File: config.mk
export PLATFORM = sky130hd
export DESIGN_NAME = proc_dpath_alu_opnd_stage
export DESIGN_NICKNAME = d
export VERILOG_FILES = /design/src/rtl/proc_dpath_alu_opnd_stage.sv
export SDC_FILE = /design/constraint.sdc
export NUM_CORES = 1
export LEC_CHECK = 0
export CORE_AREA = 3 3 122 124
export DETAILED_ROUTE_END_ITERATION = 12
export DIE_AREA = 0 0 125 127
export PLACE_DENSITY_LB_ADDON = 0.2
export SETUP_SLACK_MARGIN = 0.2
export SLEW_MARGIN = 0
export SYNTH_ARGS = -nofsm -noshare
export SYNTH_HDL_FRONTEND = slang
export SYNTH_SLANG_ARGS = --single-unit
File: constraint.sdc
create_clock -name clk -period 2.75 [get_ports clk]
set_input_delay 0.6875 -clock clk [delete_from_list [all_inputs] [get_ports clk]]
set_output_delay 0.6875 -clock clk [all_outputs]
set_load 0.01 [all_outputs]
File: src/rtl/proc_dpath_alu_opnd_stage.sv
// proc_dpath_alu_opnd_stage: D->X operand stage feeding the ALU, with RAW forwarding or interlock.
// Define PROC_OPND_BYPASS_EN to forward from X/M/W; otherwise dependents wait until the producer leaves W.
module proc_dpath_alu_opnd_stage #(
   parameter int p_nbits = 32,
   parameter int p_naddr = 5
) (
   input  logic               clk,
   input  logic               reset,
   input  logic               d_val,
   output logic               d_rdy,
   input  logic [p_naddr-1:0] d_rs1_addr,
   input  logic [p_naddr-1:0] d_rs2_addr,
   input  logic [p_nbits-1:0] d_rs1_data,
   input  logic [p_nbits-1:0] d_rs2_data,
   input  logic [p_nbits-1:0] d_imm,
   input  logic               d_op1_imm,
   input  logic [5:0]         d_fn,
   input  logic [p_naddr-1:0] d_waddr,
   input  logic               d_wen,
   input  logic               d_is_load,
   output logic               x_val,
   input  logic               x_rdy,
   output logic [p_nbits-1:0] x_in0,
   output logic [p_nbits-1:0] x_in1,
   output logic [5:0]         x_fn,
   output logic [p_naddr-1:0] x_waddr,
   output logic               x_wen,
   output logic               x_is_load,
   input  logic [p_nbits-1:0] x_result,
   input  logic               m_val,
   input  logic               m_wen,
   input  logic [p_naddr-1:0] m_waddr,
   input  logic [p_nbits-1:0] m_data,
   input  logic               w_val,
   input  logic               w_wen,
   input  logic [p_naddr-1:0] w_waddr,
   input  logic [p_nbits-1:0] w_data,
   input  logic               squash
);
   logic [1:0][p_naddr-1:0] src;
   logic [1:0][p_nbits-1:0] rf, opnd;
   logic [1:0]              used, busy;
   logic                    hazard, acc;
   assign src  = {d_rs2_addr, d_rs1_addr};
   assign rf   = {d_rs2_data, d_rs1_data};
   assign used = {~d_op1_imm, 1'b1};
`ifndef PROC_OPND_BYPASS_EN
   logic unused_fwd;
   assign unused_fwd = ^{x_result, m_data, w_data};
`endif
   always_comb begin
      opnd = rf;
      busy = '0;
      for (int i = 0; i < 2; i++) begin
`ifdef PROC_OPND_BYPASS_EN
         // newest producer wins; a load in X has no data yet and is handled as a hazard
         opnd[i] = src[i] == '0 ? '0 :
                   (x_val & x_wen & ~x_is_load & x_waddr == src[i]) ? x_result :
                   (m_val & m_wen & m_waddr == src[i]) ? m_data :
                   (w_val & w_wen & w_waddr == src[i]) ? w_data : rf[i];
         busy[i] = used[i] & x_val & x_is_load & x_wen & x_waddr != '0 & x_waddr == src[i];
`else
         busy[i] = used[i] & src[i] != '0 &
                   ((x_val & x_wen & x_waddr == src[i]) |
                    (m_val & m_wen & m_waddr == src[i]) |
                    (w_val & w_wen & w_waddr == src[i]));
`endif
      end
   end
   assign hazard = |busy;
   assign d_rdy  = (~x_val | x_rdy) & ~hazard & ~squash;
   assign acc    = d_val & d_rdy;
   always_ff @(posedge clk or negedge reset) begin
      if (!reset) begin
         x_val     <= 1'b0;
         x_in0     <= '0;
         x_in1     <= '0;
         x_fn      <= '0;
         x_waddr   <= '0;
         x_wen     <= 1'b0;
         x_is_load <= 1'b0;
      end else if (~x_val | x_rdy | squash) begin
         x_val <= acc;
         if (acc) begin
            x_in0     <= opnd[0];
            x_in1     <= d_op1_imm ? d_imm : opnd[1];
            x_fn      <= d_fn;
            x_waddr   <= d_waddr;
            x_wen     <= d_wen;
            x_is_load <= d_is_load;
         end
      end
   end
endmodule
==> metrics.csv, run 1 <==
metric,value,unit
avgViaCountPerCell,4.38,
muxShareOfSynthArea,33.2,%
worstPathMaxFanout,2,
synth_top_family_by_area,multiplexers,
cts-root-buf,clkbuf_16,
synth_xor_area_share,7.12,%
synth_compound_area_share,1.42,%
slew_viol_final,0,
startpoint,m_wen,
port_buffers,217,
fin_skew,0.00639,ns
worst_ep_arrival_time,1.84,ns
synthSimpleGateAreaFrac,3.25,%
area_growth,78.9,%
synth_edf_count,0,
grt_pass1_wl,17.4,mm
power_frac_seq,38.4,%
worstSkewPairLatency,0.33,ns
netlist-cell-type-count,23,
antenna_found_initial,0,
grt_overflow_total,0,
grtUsageTotal,13.8,%
num_vias,2980,
slew_headroom,69.4,%
ys_ff_latch,78,
clkPwrFrac,26.7,%
rows,43,
multi_input_area,0.00186,sq mm
p_sw,1.11,mW
clk_path_buf_depth,2,
drc,0,
n_fill_cell,1288,
ant_nets,0,
timing.rr.end,x_in0[10],
drt_iter0_drc,97,
min_path_type,input port to async pin,
start_util,26.6,%
grt_pass1_vias,3362,
pwr-share-comb,34.9,%
fin_crit_sh,92.0,%
diodes,0,
power_density,609,mW/mm^2
outcome,"finished, final reports clean",
synth_fa_ha_area_share,0,%
ys_seq_area_share,52.9,%
drt_first_pass_iters,4,
worst_pin_slew,0.458,ns
final_cell_mix,"189 x clkdlybuf4s50_1, 90 x mux2_2, 77 x dfrtp_1",
crit_required,2.06,ns
leakage,2.69,nW
routed_wl,11.2,mm
switching_share,27.6,%
wl_per_cell,16.5,um
hold_viol_final,0,
synth_nets,494,
cts_tree,done,
syn-instance-count,259,
register_area,0.00195,sq mm
clock-sinks,78,
die_h,127,um
die_area,0.0159,sq mm
fp.dieW,125,um
drv_cap,0,
nets,730,
layout-drive-gt1-share,34.4,%
synthArstFlopShare,100,%
gp_congestion,0.826,
synth_top_flop_cell,dfrtp_1,
dpl.hpwl,8.42,mm
setup_viol,0,
htreeDepth,3,
p_total,4.02,mW
cp-start-kind,input port,
netlist_area,0.00369,sq mm
fin_crit,2.53,ns
grt_max_degree,38,
final_common_cell,clkdlybuf4s50_1,
reg2reg_slack,0.29,ns
io_pins,314,
worst_ir_drop_vdd,0.251,mV
p_int,2.91,mW
clkTransAtPathRegs,0.06,ns
reg2reg_from,x_waddr[1],
cts-buffers-inserted,9,
core_area,0.0139,sq mm
path_class,input port to output pin,
reg2regPathDepth,9,
rsz0062_at_grt,false,
endpoint_kind,output pin,
hold_buffers,0,
tns,0,ns
yosysWarnings,0,
max_freq,395,MHz
synth_area_per_cell,14.3,sq um
cell type report:
type	instances	area share, %
Tap cell	180	3.41
Multi-Input combinational cell	168	28.2
Clock buffer	10	3.47
Inverter	1	0.0568
Clock inverter	6	0.587
Timing Repair Buffer	237	34.7
Sequential cell	78	29.6
kinds of logic after synthesis:
logic type,after synthesis
AO/OA/AOI/OAI,7
flip-flops,78
multiplexers,109
AND/OR/NAND/NOR,22
buffers and inverters,13
XOR/XNOR,30
worst max-delay path by stage:
stage	to	slack, ns	cells past startpoint
2_1_floorplan	x_in1[10]	0.55	8
3_3_place_gp	d_rdy	-0.62	7
3_5_place_dp	d_rdy	-0.62	7
4_1_cts	d_rdy	0.20	7
5_1_grt	d_rdy	0.19	7
6_report	d_rdy	0.22	6
cell usage after synthesis (2+ instances only):
master    number  area share (%)
nand2_1        3            0.30
clkbuf_1       4            0.41
xnor2_1       26             6.2
buf_6          3            0.91
mux2_2        90              27
buf_2          5            0.68
nor2_1         3            0.30
nand4_1        6             1.0
dfrtp_1       78              53
nor3_1         5            0.68
mux2_1        19             5.8
o21ai_0        2            0.27
nand3_1        2            0.27
xor2_1         4            0.95
layer usage:
metal / up-vias / wire length, um / track usage, %
met5: - / 0 / 0
met4: 0 / 193 / 5.23
met3: 14 / 974 / 5.31
met2: 125 / 5670 / 23.9
met1: 1442 / 4370 / 15.4
li1: 1399 / - / -
critical path, cell delays in order:
cell,delay [ns]
clkdlybuf4s50_1,0.51
nand3_1,0.10
o21ai_1,0.15
nor3_2,0.08
o21a_1,0.18
buf_2,0.14
repair_timing:
action                     in CTS  in global routing
setup buffers                   2                  0
gates resized for setup        66                 52
setup endpoints to repair      78                 44
pin swaps                      19                 22
state kept, by name (all words and copies together) (netlist names):
name,cells
x_val,1
x_in1,32
x_wen,1
x_is_load,1
x_waddr,5
x_in0,32
x_fn,6
through the flow:
step | area (sq um) | hold WS, ns | utilization, % | std cells | setup WS, ns
global placement | 6190 | 0.473 | 44.6 | 662 | -0.624
detailed placement | 6190 | 0.482 | 44.6 | 662 | -0.621
global route | 6610 | 0.296 | 47.6 | 680 | 0.191
finish | 6610 | 0.285 | 47.6 | 680 | 0.219
floorplan | 3690 | 0.392 | - | 259 | 0.550
CTS | 6540 | 0.287 | 47.1 | 680 | 0.200
power groups by stage:
stage,Sequential [mW],Clock (mW),Combinational [mW]
after floorplan,1.67,0,0.388
after global placement,1.55,0,1.38
after detailed placement,1.56,0,1.39
after CTS,1.54,1.12,1.41
after global routing,1.58,1.18,1.50
final,1.55,1.07,1.40
No activity file was read; power rests on OpenSTA's default activity.
==> inputs of run 2 (changes only) <==
CTS_CLUSTER_SIZE = 30   (was unset)
clock period = 2.5 ns   (was 2.75 ns; I/O delays follow)
==> run 2 against run 1 <==
  * Register-to-register slack improved by 0.03 ns
  * Clock skew rose by 0.00073 ns
  * Flip-flop and latch count did not move
==> metrics.csv, run 2 (synthesis results as in run 1) <==
metric,value,unit,change
outcome,"finished, final reports clean",,unchanged
n_fill_cell,1283,,was 1288
worst_pin_slew,0.485,ns,was 0.458 ns
start_util,26.6,%,unchanged
fin_crit_sh,96.0,%,
worst_slack,0.0989,ns,was 0.219 ns
htreeDepth,3,,unchanged
reg.largest.list,"x_in0 x32, x_in1 x32, x_fn x6",,unchanged
grt_max_degree,38,,unchanged
max_freq,416,MHz,
reg2reg_from,x_waddr[0],,was x_waddr[1]
num_vias,3015,,was 2980
slew_viol_final,0,,unchanged
reg2reg_slack,0.32,ns,was 0.29 ns
fin_skew,0.00712,ns,was 0.00639 ns
cts_tree,done,,unchanged
leakage,2.70,nW,was 2.69 nW
endpoint,d_rdy,,unchanged
crit_required,1.88,ns,was 2.06 ns
dpl.hpwl,8.58,mm,was 8.42 mm
worstSkewPairLatency,0.33,ns,about the same
cp-start-kind,input port,,unchanged
slew_headroom,67.7,%,was 69.4%
die_area,0.0159,sq mm,unchanged
diodes,0,,unchanged
clk_path_buf_depth,2,,unchanged
dp_slack,-0.659,ns,was -0.621 ns
core_area,0.0139,sq mm,unchanged
drt_iter0_drc,89,,was 97
startpoint,m_waddr[4],,was m_wen
fp.dieW,125,um,unchanged
setup_viol,0,,unchanged
crit_path_top_delay_cell,clkdlybuf4s15_2,,was clkdlybuf4s50_1
layout-drive-gt1-share,34.0,%,was 34.4%
rows,43,,unchanged
drt_first_pass_iters,4,,unchanged
fin_crit,2.40,ns,
clkTransAtPathRegs,0.06,ns,about the same
hold_viol_final,0,,unchanged
grt_pass1_vias,3300,,was 3362
max_stage_delay,0.22,ns,was 0.51 ns
worstPathMaxFanout,2,,unchanged
endpoint_kind,output pin,,unchanged
cts-buffers-inserted,9,,unchanged
wl_per_cell,17.0,um,was 16.5 um
min_path_type,input port to async pin,,unchanged
final_common_cell,clkdlybuf4s50_1,,unchanged
antenna_found_initial,0,,unchanged
ant_nets,0,,unchanged
path_class,input port to output pin,,unchanged
rsz0062_at_grt,true,,was false
routed_wl,11.6,mm,was 11.2 mm
worst_ir_drop_vdd,0.332,mV,was 0.251 mV
grt_pass1_wl,17.6,mm,was 17.4 mm
area_growth,80.2,%,was 78.9%
gp_congestion,0.880,,was 0.826
drv_cap,0,,unchanged
avgViaCountPerCell,4.41,,was 4.38
nets,733,,was 730
clock-sinks,78,,unchanged
drc,0,,unchanged
port_buffers,217,,unchanged
grt_overflow_total,0,,unchanged
p_total,4.64,mW,was 4.02 mW
final_cell_mix,"188 x clkdlybuf4s50_1, 90 x mux2_2, 76 x dfrtp_1",,"was 189 x clkdlybuf4s50_1, 90 x mux2_2, 77 x dfrtp_1"
worst_ep_arrival_time,1.78,ns,was 1.84 ns
reg2regPathDepth,9,,unchanged
io_pins,314,,unchanged
grtUsageTotal,14.0,%,was 13.8%
die_h,127,um,unchanged
cp_cell_sequence,"clkdlybuf4s15_2, xnor2_1, nand4_1, o21ai_2, nor3_2, o21a_1, buf_2",,"was clkdlybuf4s50_1, nand3_1, o21ai_1, nor3_2, o21a_1, buf_2"
timing.rr.end,x_in0[19],,was x_in0[10]
power_density,697,mW/mm^2,was 609 mW/mm^2
cts-root-buf,clkbuf_16,,unchanged
-- run 2: changes by cell type in the layout (fill, tap and decap cells not counted), moves of 2 or more --
cell             previous run  this run
clkdlybuf4s15_2             0         2
dlygate4sd2_1               3         6
xnor2_1                    11        17
buf_2                      10        14
dlymetal6s2s_1              2         0
clkbuf_8                    0         4
xnor2_2                    14         9
clkinv_2                    3         0
clkbuf_2                    5         2
clkbuf_16                   9        11
buf_6                       5         2
-- run 2: metrics by stage --
| stage | area (sq um) | hold WS, ns | std cells | utilization, % | setup TNS [ns] |
|---|---|---|---|---|---|
| 4_1_cts | 6570 | 0.261 | 680 | 47.4 | 0 |
| 3_5_place_dp | 6200 | 0.482 | 663 | 44.6 | -39.42 |
| 2_1_floorplan | 3690 | 0.329 | 259 | - | 0 |
| 6_report | 6660 | 0.253 | 683 | 47.9 | 0 |
| 3_3_place_gp | 6200 | 0.472 | 663 | 44.6 | -41.10 |
| 5_1_grt | 6660 | 0.281 | 683 | 47.9 | 0 |
-- run 2: timing repair --
item	in CTS	in global routing
cloned	0	2
pin swaps	31	11
endpoints found under the hold margin	0	0
buffers inserted	1	1
gates resized for setup	94	10
hold buffers	0	0
endpoints found under the setup margin	79	63
-- run 2: worst min path at each step --
stage | startpoint | to | slack [ns]
final | reset | x_in1[21] | 0.25
after global routing | reset | x_fn[2] | 0.28
after CTS | reset | x_in1[21] | 0.26
after detailed placement | x_in1[15] | x_in1[15] | 0.48
after global placement | x_in1[12] | x_in1[12] | 0.47
after floorplan | reset | x_fn[0] | 0.33
-- run 2: area by class of cell --
type	count	area, sq um	area share [%]
tap	180	225	3.38
inverter	1	3.75	0.0564
clock inverter	2	37.5	0.564
clock buffer	14	284	4.27
sequential	78	1950	29.4
multi-input combinational	168	1790	26.9
timing repair buffer	240	2360	35.4
-- run 2: routing by layer --
layer / GRT usage (%) / vias up / wire [um]
met2: 24.2 / 126 / 5950
met3: 5.06 / 13 / 1000
met1: 15.9 / 1482 / 4460
li1: - / 1394 / -
met4: 5.55 / 0 / 200
met5: 0 / - / 0
-- run 2: worst max-delay path, delay by kind of cell --
kind | cells | cell delay, ns
buffers and inverters | 2 | 0.36
and+or+nand+nor | 2 | 0.25
AOI/OAI and AO/OA | 2 | 0.36
xor gates and xnor gates | 1 | 0.17
-- run 2: power by group --
part	leakage, nW	switching, mW	internal [mW]
clock network	0.155	0.501	0.883
logic	1.63	0.556	1.00
registers	0.913	0.154	1.54
total	2.70	1.21	3.43
==> inputs of run 3 (changes only) <==
TNS_END_PERCENT = 50   (was unset)
==> run 3 against run 2 <==
  * Combinational power about the same
  * Cell area fell by 0.49%
  * Largest cell class unchanged
  * Total power down 0.31%
  * Highest routed layer unchanged
  * Sequential share of layout area rose by 0.14 points
  * Global-route usage unchanged
==> metrics.csv, run 3 (synthesis results as in run 1) <==
metric,value,unit,change
outcome,"finished, final reports clean",,unchanged
antenna_found_initial,0,,unchanged
rsz0062_at_grt,true,,unchanged
layoutNonFillerInstCount,682,,was 683
htreeDepth,3,,unchanged
min_path_type,input port to async pin,,unchanged
p_total,4.63,mW,was 4.64 mW
routed_wl,11.5,mm,was 11.6 mm
grt_max_degree,38,,unchanged
grt_pass1_wl,17.6,mm,unchanged
leakage,2.68,nW,was 2.70 nW
drt_first_pass_iters,4,,unchanged
fin_crit_sh,96.0,%,unchanged
worst_ep_arrival_time,1.78,ns,about the same
reg.largest.list,"x_in0 x32, x_in1 x32, x_fn x6",,unchanged
grt.busiest_layer,met2,,unchanged
drv_cap,0,,unchanged
slew_headroom,67.6,%,was 67.7%
cts-root-buf,clkbuf_16,,unchanged
fin_crit,2.40,ns,unchanged
cp-start-kind,input port,,unchanged
worstSkewPairLatency,0.33,ns,about the same
path_class,input port to output pin,,unchanged
place_inst,663,,unchanged
grtUsageTotal,14.0,%,unchanged
grt_overflow_total,0,,unchanged
hold_buffers,0,,unchanged
worst_ir_drop_vdd,0.331,mV,was 0.332 mV
rows,43,,unchanged
wl_per_cell,16.8,um,was 17.0 um
final_cell_mix,"188 x clkdlybuf4s50_1, 90 x mux2_2, 76 x dfrtp_1",,unchanged
power_density,698,mW/mm^2,was 697 mW/mm^2
start_util,26.6,%,unchanged
endpoint_kind,output pin,,unchanged
avgViaCountPerCell,4.42,,was 4.41
io_pins,314,,unchanged
die_area,0.0159,sq mm,unchanged
nets,732,,was 733
grtUsageMet1,15.9,%,unchanged
n_fill_cell,1286,,was 1283
post-route-util,47.7,%,was 47.9%
slew_viol_final,0,,unchanged
area_growth,79.4,%,was 80.2%
cts-buffers-inserted,9,,unchanged
die_h,127,um,unchanged
gp_congestion,0.880,,unchanged
port_buffers,217,,unchanged
num_vias,3013,,was 3015
met3_usage,5.06,%,unchanged
max_freq,416,MHz,unchanged
diodes,0,,unchanged
drt_iter0_drc,76,,was 89
final_common_cell,clkdlybuf4s50_1,,unchanged
clkTransAtPathRegs,0.06,ns,about the same
setup_viol,0,,unchanged
worst_pin_slew,0.485,ns,about the same
use_met2,24.2,%,unchanged
layout-drive-gt1-share,33.9,%,was 34.0%
ant_nets,0,,unchanged
core_area,0.0139,sq mm,unchanged
crit_required,1.88,ns,about the same
clock-sinks,78,,unchanged
worstPathMaxFanout,2,,unchanged
hold_viol_final,0,,unchanged
drc,0,,unchanged
cts_tree,done,,unchanged
fin_skew,0.00677,ns,was 0.00712 ns
clk_path_buf_depth,2,,unchanged
grt_pass1_vias,3300,,unchanged
fp.dieW,125,um,unchanged
dpl.hpwl,8.58,mm,unchanged
run 3: cell count changes in the layout (fill, tap and decap cells not counted), sizes merged:
cell | before | now
clkbuf | 18 | 17
run 3: area by class of cell:
class                   count  area (sq um)  area share [%]
inverters                   1          3.75          0.0567
clock inverters             2          37.5           0.567
well taps                 180           225            3.40
flip-flops and latches     78          1950            29.5
clock buffers              14           284            4.29
multi-input cells         168          1790            27.1
repair buffers            239          2320            35.1
run 3: final timing paths:
path / startpoint / end / slack, ns / cells past startpoint
setup / recovery: m_waddr[4] / d_rdy / 0.1 / 7
hold / removal: reset / x_in1[21] / 0.25 / 1
setup reg to reg: x_waddr[0] / x_fn[4] / 0.29 / 9
hold reg to reg: x_in1[15] / x_in1[15] / 0.49 / 1
max in group asynchronous: reset / x_in0[23] / 1.62 / 2
min in group clk: x_in1[15] / x_in1[15] / 0.49 / 1
run 3: through the flow:
stage	hold WS (ns)	TNS, ns	setup slack (ns)	instance area, sq um
final	0.254	0	0.0989	6620
after global routing	0.281	0	0.0631	6620
after CTS	0.261	0	0.143	6570
after detailed placement	0.482	-39.42	-0.659	6200
after global placement	0.472	-41.10	-0.662	6200
after floorplan	0.329	0	0.362	3690
run 3: metal layers:
metal | part of all wire, % | vias up
li1 | - | 1393
met1 | 38 | 1481
met2 | 51 | 126
met3 | 8.8 | 13
met4 | 1.7 | 0
met5 | 0 | -
run 3: report_power, final:
part | total, mW | switching, mW | internal, mW
Sequential | 1.70 | 0.154 | 1.54
Combinational | 1.55 | 0.552 | 0.996
Clock | 1.38 | 0.499 | 0.883
Total | 4.63 | 1.20 | 3.42
run 3: repair_timing:
action                                  4_1_cts  5_1_grt
endpoints found under the setup margin       79       63
resized for setup                            94        9
pin swaps                                    31       11
buffers inserted                              1        1
cloned                                        0        1
endpoints found under the hold margin         0        0
run 3: critical path: stages:
cell             delay [ns]
clkdlybuf4s15_2        0.22
xnor2_1                0.17
nand4_1                0.18
o21ai_2                0.17
nor3_2                 0.07
o21a_1                 0.19
buf_2                  0.14
==> edit 1 (config.mk and constraints of run 2) <==
Change the parameter `p_naddr` from 5 to 6.
--- a/src/rtl/proc_dpath_alu_opnd_stage.sv
+++ b/src/rtl/proc_dpath_alu_opnd_stage.sv
@@ -2,7 +2,7 @@
 // Define PROC_OPND_BYPASS_EN to forward from X/M/W; otherwise dependents wait until the producer leaves W.
 module proc_dpath_alu_opnd_stage #(
    parameter int p_nbits = 32,
-   parameter int p_naddr = 5
+   parameter int p_naddr = 6
 ) (
    input  logic               clk,
    input  logic               reset,
Interface: changed (6 resized); port bits go from 314 to 320. No check against the original RTL was run, so the function may have changed too.
==> edit 1 against run 2 <==
The run now ends with setup timing left; routed wire length is 20% higher; final area increased by 17%; global-route usage grew 3.8 points; via count increased by 9.9%; setup slack worse by 0.28 ns; area after synthesis increased by 3.5%; power is 0.73% higher; sequential cell count is 1 higher; critical endpoint unchanged; largest cell class unchanged.
==> edit 1: results <==
synth:
  yosys-top-cells-area: "dfrtp_1, mux2_2, xor2_1, mux2_1, xnor2_1"
  synth_cell_types: 24
  syn-num-nets: 504
run_status:
  violations: "setup timing"
  status: "finished with violations"
routing:
  dr_wl_met3_um: 1179
  drt-met1-wl_um: 5931
  drtIter0Drc: 159
finish:
  final_layout_size_suffix_gt1_frac: 0.4119
  fillers: 1147
  finalNetCount: 793
timing:
  report.final.setup_viol: 79
  fin_skew_ns: 0.005001
  postLayoutSetupSlackWorst_ns: -0.1799
  final.setup.tns_ns: -5.897
worst_setup_path:
  startpoint: "w_waddr[5]"
  crit_path_max_incr_delay_ns: 0.28
  arrival_ns: 2.05
  reg2reg_depth: 12
placement:
  hpwl_um: 8891
  gp_congestion: 0.8905
  numPortBuffers: 223
  detailedPlace.worstSlack_ns: -0.9744
global_routing:
  use_met2: 0.2831
  grt_pass1_wl_um: 22100
  grt_use_met1: 0.2279
  grt_util_all_layers: 0.1785
  grt_max_degree: 50
power:
  p_sw_mw: 1.249
  power.leakage_nw: 3.499
cts:
  cts_resized: 166
  post_cts_buffers: 18
edit 1: layout make-up:
type / instances / area share
multi-input combinational: 174 / 0.2817
timing repair buffer: 289 / 0.4027
tap: 180 / 0.02882
clock buffer: 11 / 0.03106
sequential: 79 / 0.2530
clock inverter: 3 / 0.002722
edit 1: through the flow:
| stage | std cells | hold slack [ns] | cell area, um2 | power (mW) |
|---|---|---|---|---|
| finish | 736 | 0.2225 | 7814 | 4.674 |
| global route | 736 | 0.2429 | 7814 | 4.934 |
| CTS | 730 | 0.2251 | 7632 | 4.692 |
| detailed placement | 684 | 0.4844 | 6439 | 3.135 |
| global placement | 684 | 0.4800 | 6439 | 3.117 |
| floorplan | 264 | 0.3294 | 3820 | 2.190 |
edit 1: logic make-up after synthesis:
kind of cell,count (synthesis),synth area share
AO/OA/AOI/OAI,4,0.008186
XOR/XNOR,36,0.08254
buffers and inverters,12,0.02260
flip-flops,79,0.5175
multiplexers,110,0.3243
AND/OR/NAND/NOR,23,0.04488
==> edit 2 (config.mk and constraints of run 2) <==
Without the edit above. Make the reset (`reset`) synchronous in one clocked block.
--- a/src/rtl/proc_dpath_alu_opnd_stage.sv
+++ b/src/rtl/proc_dpath_alu_opnd_stage.sv
@@ -70,7 +70,7 @@
    assign hazard = |busy;
    assign d_rdy  = (~x_val | x_rdy) & ~hazard & ~squash;
    assign acc    = d_val & d_rdy;
-   always_ff @(posedge clk or negedge reset) begin
+   always_ff @(posedge clk) begin
       if (!reset) begin
          x_val     <= 1'b0;
          x_in0     <= '0;
Behaviour: differs if reset is asserted again (counterexample within 4 cycles, from zero or initial values and one cycle with reset low); with reset held inactive, the same outputs for 10 cycles.
==> edit 2 against run 2 <==
The flow now finishes with violations (setup timing); routed wire length up 20%; sequential cell count did not move; via count is 28% higher; sequential share of layout area fell by 7.4 points; final area rose by 6.7%; setup slack lost 0.22 ns; power down 23%; area after synthesis grew 1.9%; combinational power shrank 35%; maximum frequency decreased by 8.2%; largest cell class unchanged.
==> edit 2: results <==
run_status:
  violations: "setup timing"
  status: "finished with violations"
worst_setup_path:
  path_delay_family: "simple AND/OR/NAND/NOR gates"
  cpMaxStageDelayCell: "or4_4"
  crit_path_max_incr_delay_ns: 0.54
  path_max_fanout: 3
  r2r_end: "x_in0[0]"
  ff2ff_setup_slack_ns: 0.30
  timing.rr.start: "x_waddr[2]"
global_routing:
  grt_util_all_layers: 0.1576
  antenna_found_initial: 0
  grt_max_degree: 124
  grt_pass1_wl_um: 20530
  grt_pass1_vias: 3927
synth:
  syn-num-nets: 636
  yosysWarnings: 0
  synth-seq-area-share: 0.4150
  async_flop_share: 0
  synth_common_cells: "nand2_1, dfxtp_1, mux2i_1, nand3_1, o211a_1"
  yosys-top-cells-area: "dfxtp_1, mux2i_1, nand2_1, o211a_1, xnor2_1"
  synth_ff_type: "dfxtp_1"
  synth_cell_types: 24
timing:
  report.final.setup_viol: 1
  hold-worst-slack_ns: 0.4554
  postLayoutSetupSlackWorst_ns: -0.1169
  final.setup.tns_ns: -0.1169
  fin_skew_ns: 0.007162
  tightest_slew_ns: 0.5301
power:
  power.leakage_nw: 3.114
  p_sw_frac: 0.2624
  ir_drop_uv: 252.8
min_path:
  min_path_cells: 2
  hold_end: "x_in0[15]"
  worstHoldPathType: "register to register"
routing:
  vias_per_cell: 4.643
  drtIter0Drc: 145
  wl_per_cell_um: 16.71
  first_pass_iters: 4
placement:
  numPortBuffers: 217
  detailedPlace.worstSlack_ns: -0.8393
  hpwl_um: 9415
  gp_congestion: 0.8941
finish:
  reg_top3: "x_in0 x32, x_in1 x32, x_fn x6"
  final_layout_size_suffix_gt1_frac: 0.1656
  finalNetCount: 882
  fillers: 1314
cts:
  numCtsBuffers: 9
  clockBufferDepth: 2
-- edit 2: cell types whose count changed in the layout (fill, tap and decap cells not counted), moves of 32 or more --
cell	delta
dfxtp_1	+78
dfrtp_1	-76
nand2_1	+90
mux2_2	-90
mux2i_1	+77
o211a_1	+32
-- edit 2: worst max-delay path by stage --
stage | start | end
after global placement | d_rs1_addr[2] | d_rdy
final | d_rs1_addr[4] | d_rdy
after CTS | d_rs1_addr[4] | d_rdy
after floorplan | d_rs2_addr[0] | d_rdy
after global routing | w_val | d_rdy
after detailed placement | d_rs1_addr[2] | d_rdy
-- edit 2: per-stage QoR --
stage | cells | area, um2
after floorplan | 401 | 3812
after global placement | 793 | 6285
after detailed placement | 793 | 6285
after CTS | 815 | 6744
after global routing | 832 | 7104
final | 832 | 7104
-- edit 2: cell type report --
| cell class | count | area [um2] | area share |
|---|---|---|---|
| Tap cell | 180 | 225.2 | 0.03170 |
| Clock inverter | 4 | 22.52 | 0.003170 |
| Clock buffer | 12 | 246.5 | 0.03470 |
| Timing Repair Buffer | 267 | 2823 | 0.3973 |
| Inverter | 1 | 3.754 | 0.0005284 |
| Multi-Input combinational cell | 290 | 2222 | 0.3128 |
| Sequential cell | 78 | 1562 | 0.2198 |
-- edit 2: timing repair --
item / in CTS / in global routing
hold endpoints to repair: 0 / 0
setup endpoints to repair: 79 / 79
hold buffers: 0 / 0
setup buffers: 3 / 8
gates cloned: 3 / 9
pin swaps: 17 / 9
gates resized for setup: 72 / 32
-- edit 2: cells by family (layout without fill, tap and decap cells) --
| logic type | after synthesis | count (layout) | share of synthesized area |
|---|---|---|---|
| flops | 78 | 78 | 0.4150 |
| buf+inv | 34 | 284 | 0.04456 |
| compound gates | 37 | 37 | 0.09378 |
| xor+xnor | 30 | 30 | 0.06984 |
| mux | 77 | 77 | 0.2049 |
| simple gates | 145 | 146 | 0.1719 |
-- edit 2: power by group through the flow --
stage                     Sequential (mW)  Clock (mW)  Combinational (mW)
after floorplan                      1.46           0               0.319
after global placement               1.41           0               0.870
after detailed placement             1.42           0               0.878
after CTS                            1.39        1.23               0.926
after global routing                 1.40        1.28                1.08
final                                1.39        1.19                1.01
-- edit 2: routing by layer --
layer  share of wire  vias up  global-route usage
li1                -     1894                   -
met1            0.42     1820              0.1895
met2            0.50      132              0.2790
met3           0.060       17             0.03637
met4           0.017        0             0.05166
met5               0        -                   0
-- edit 2: worst min-delay path: cells and delay by family (launching register included) --
family | cells | cell delay (ns)
DFF | 1 | 0.31
and+or+nand+nor | 1 | 0.05
muxes | 1 | 0.05
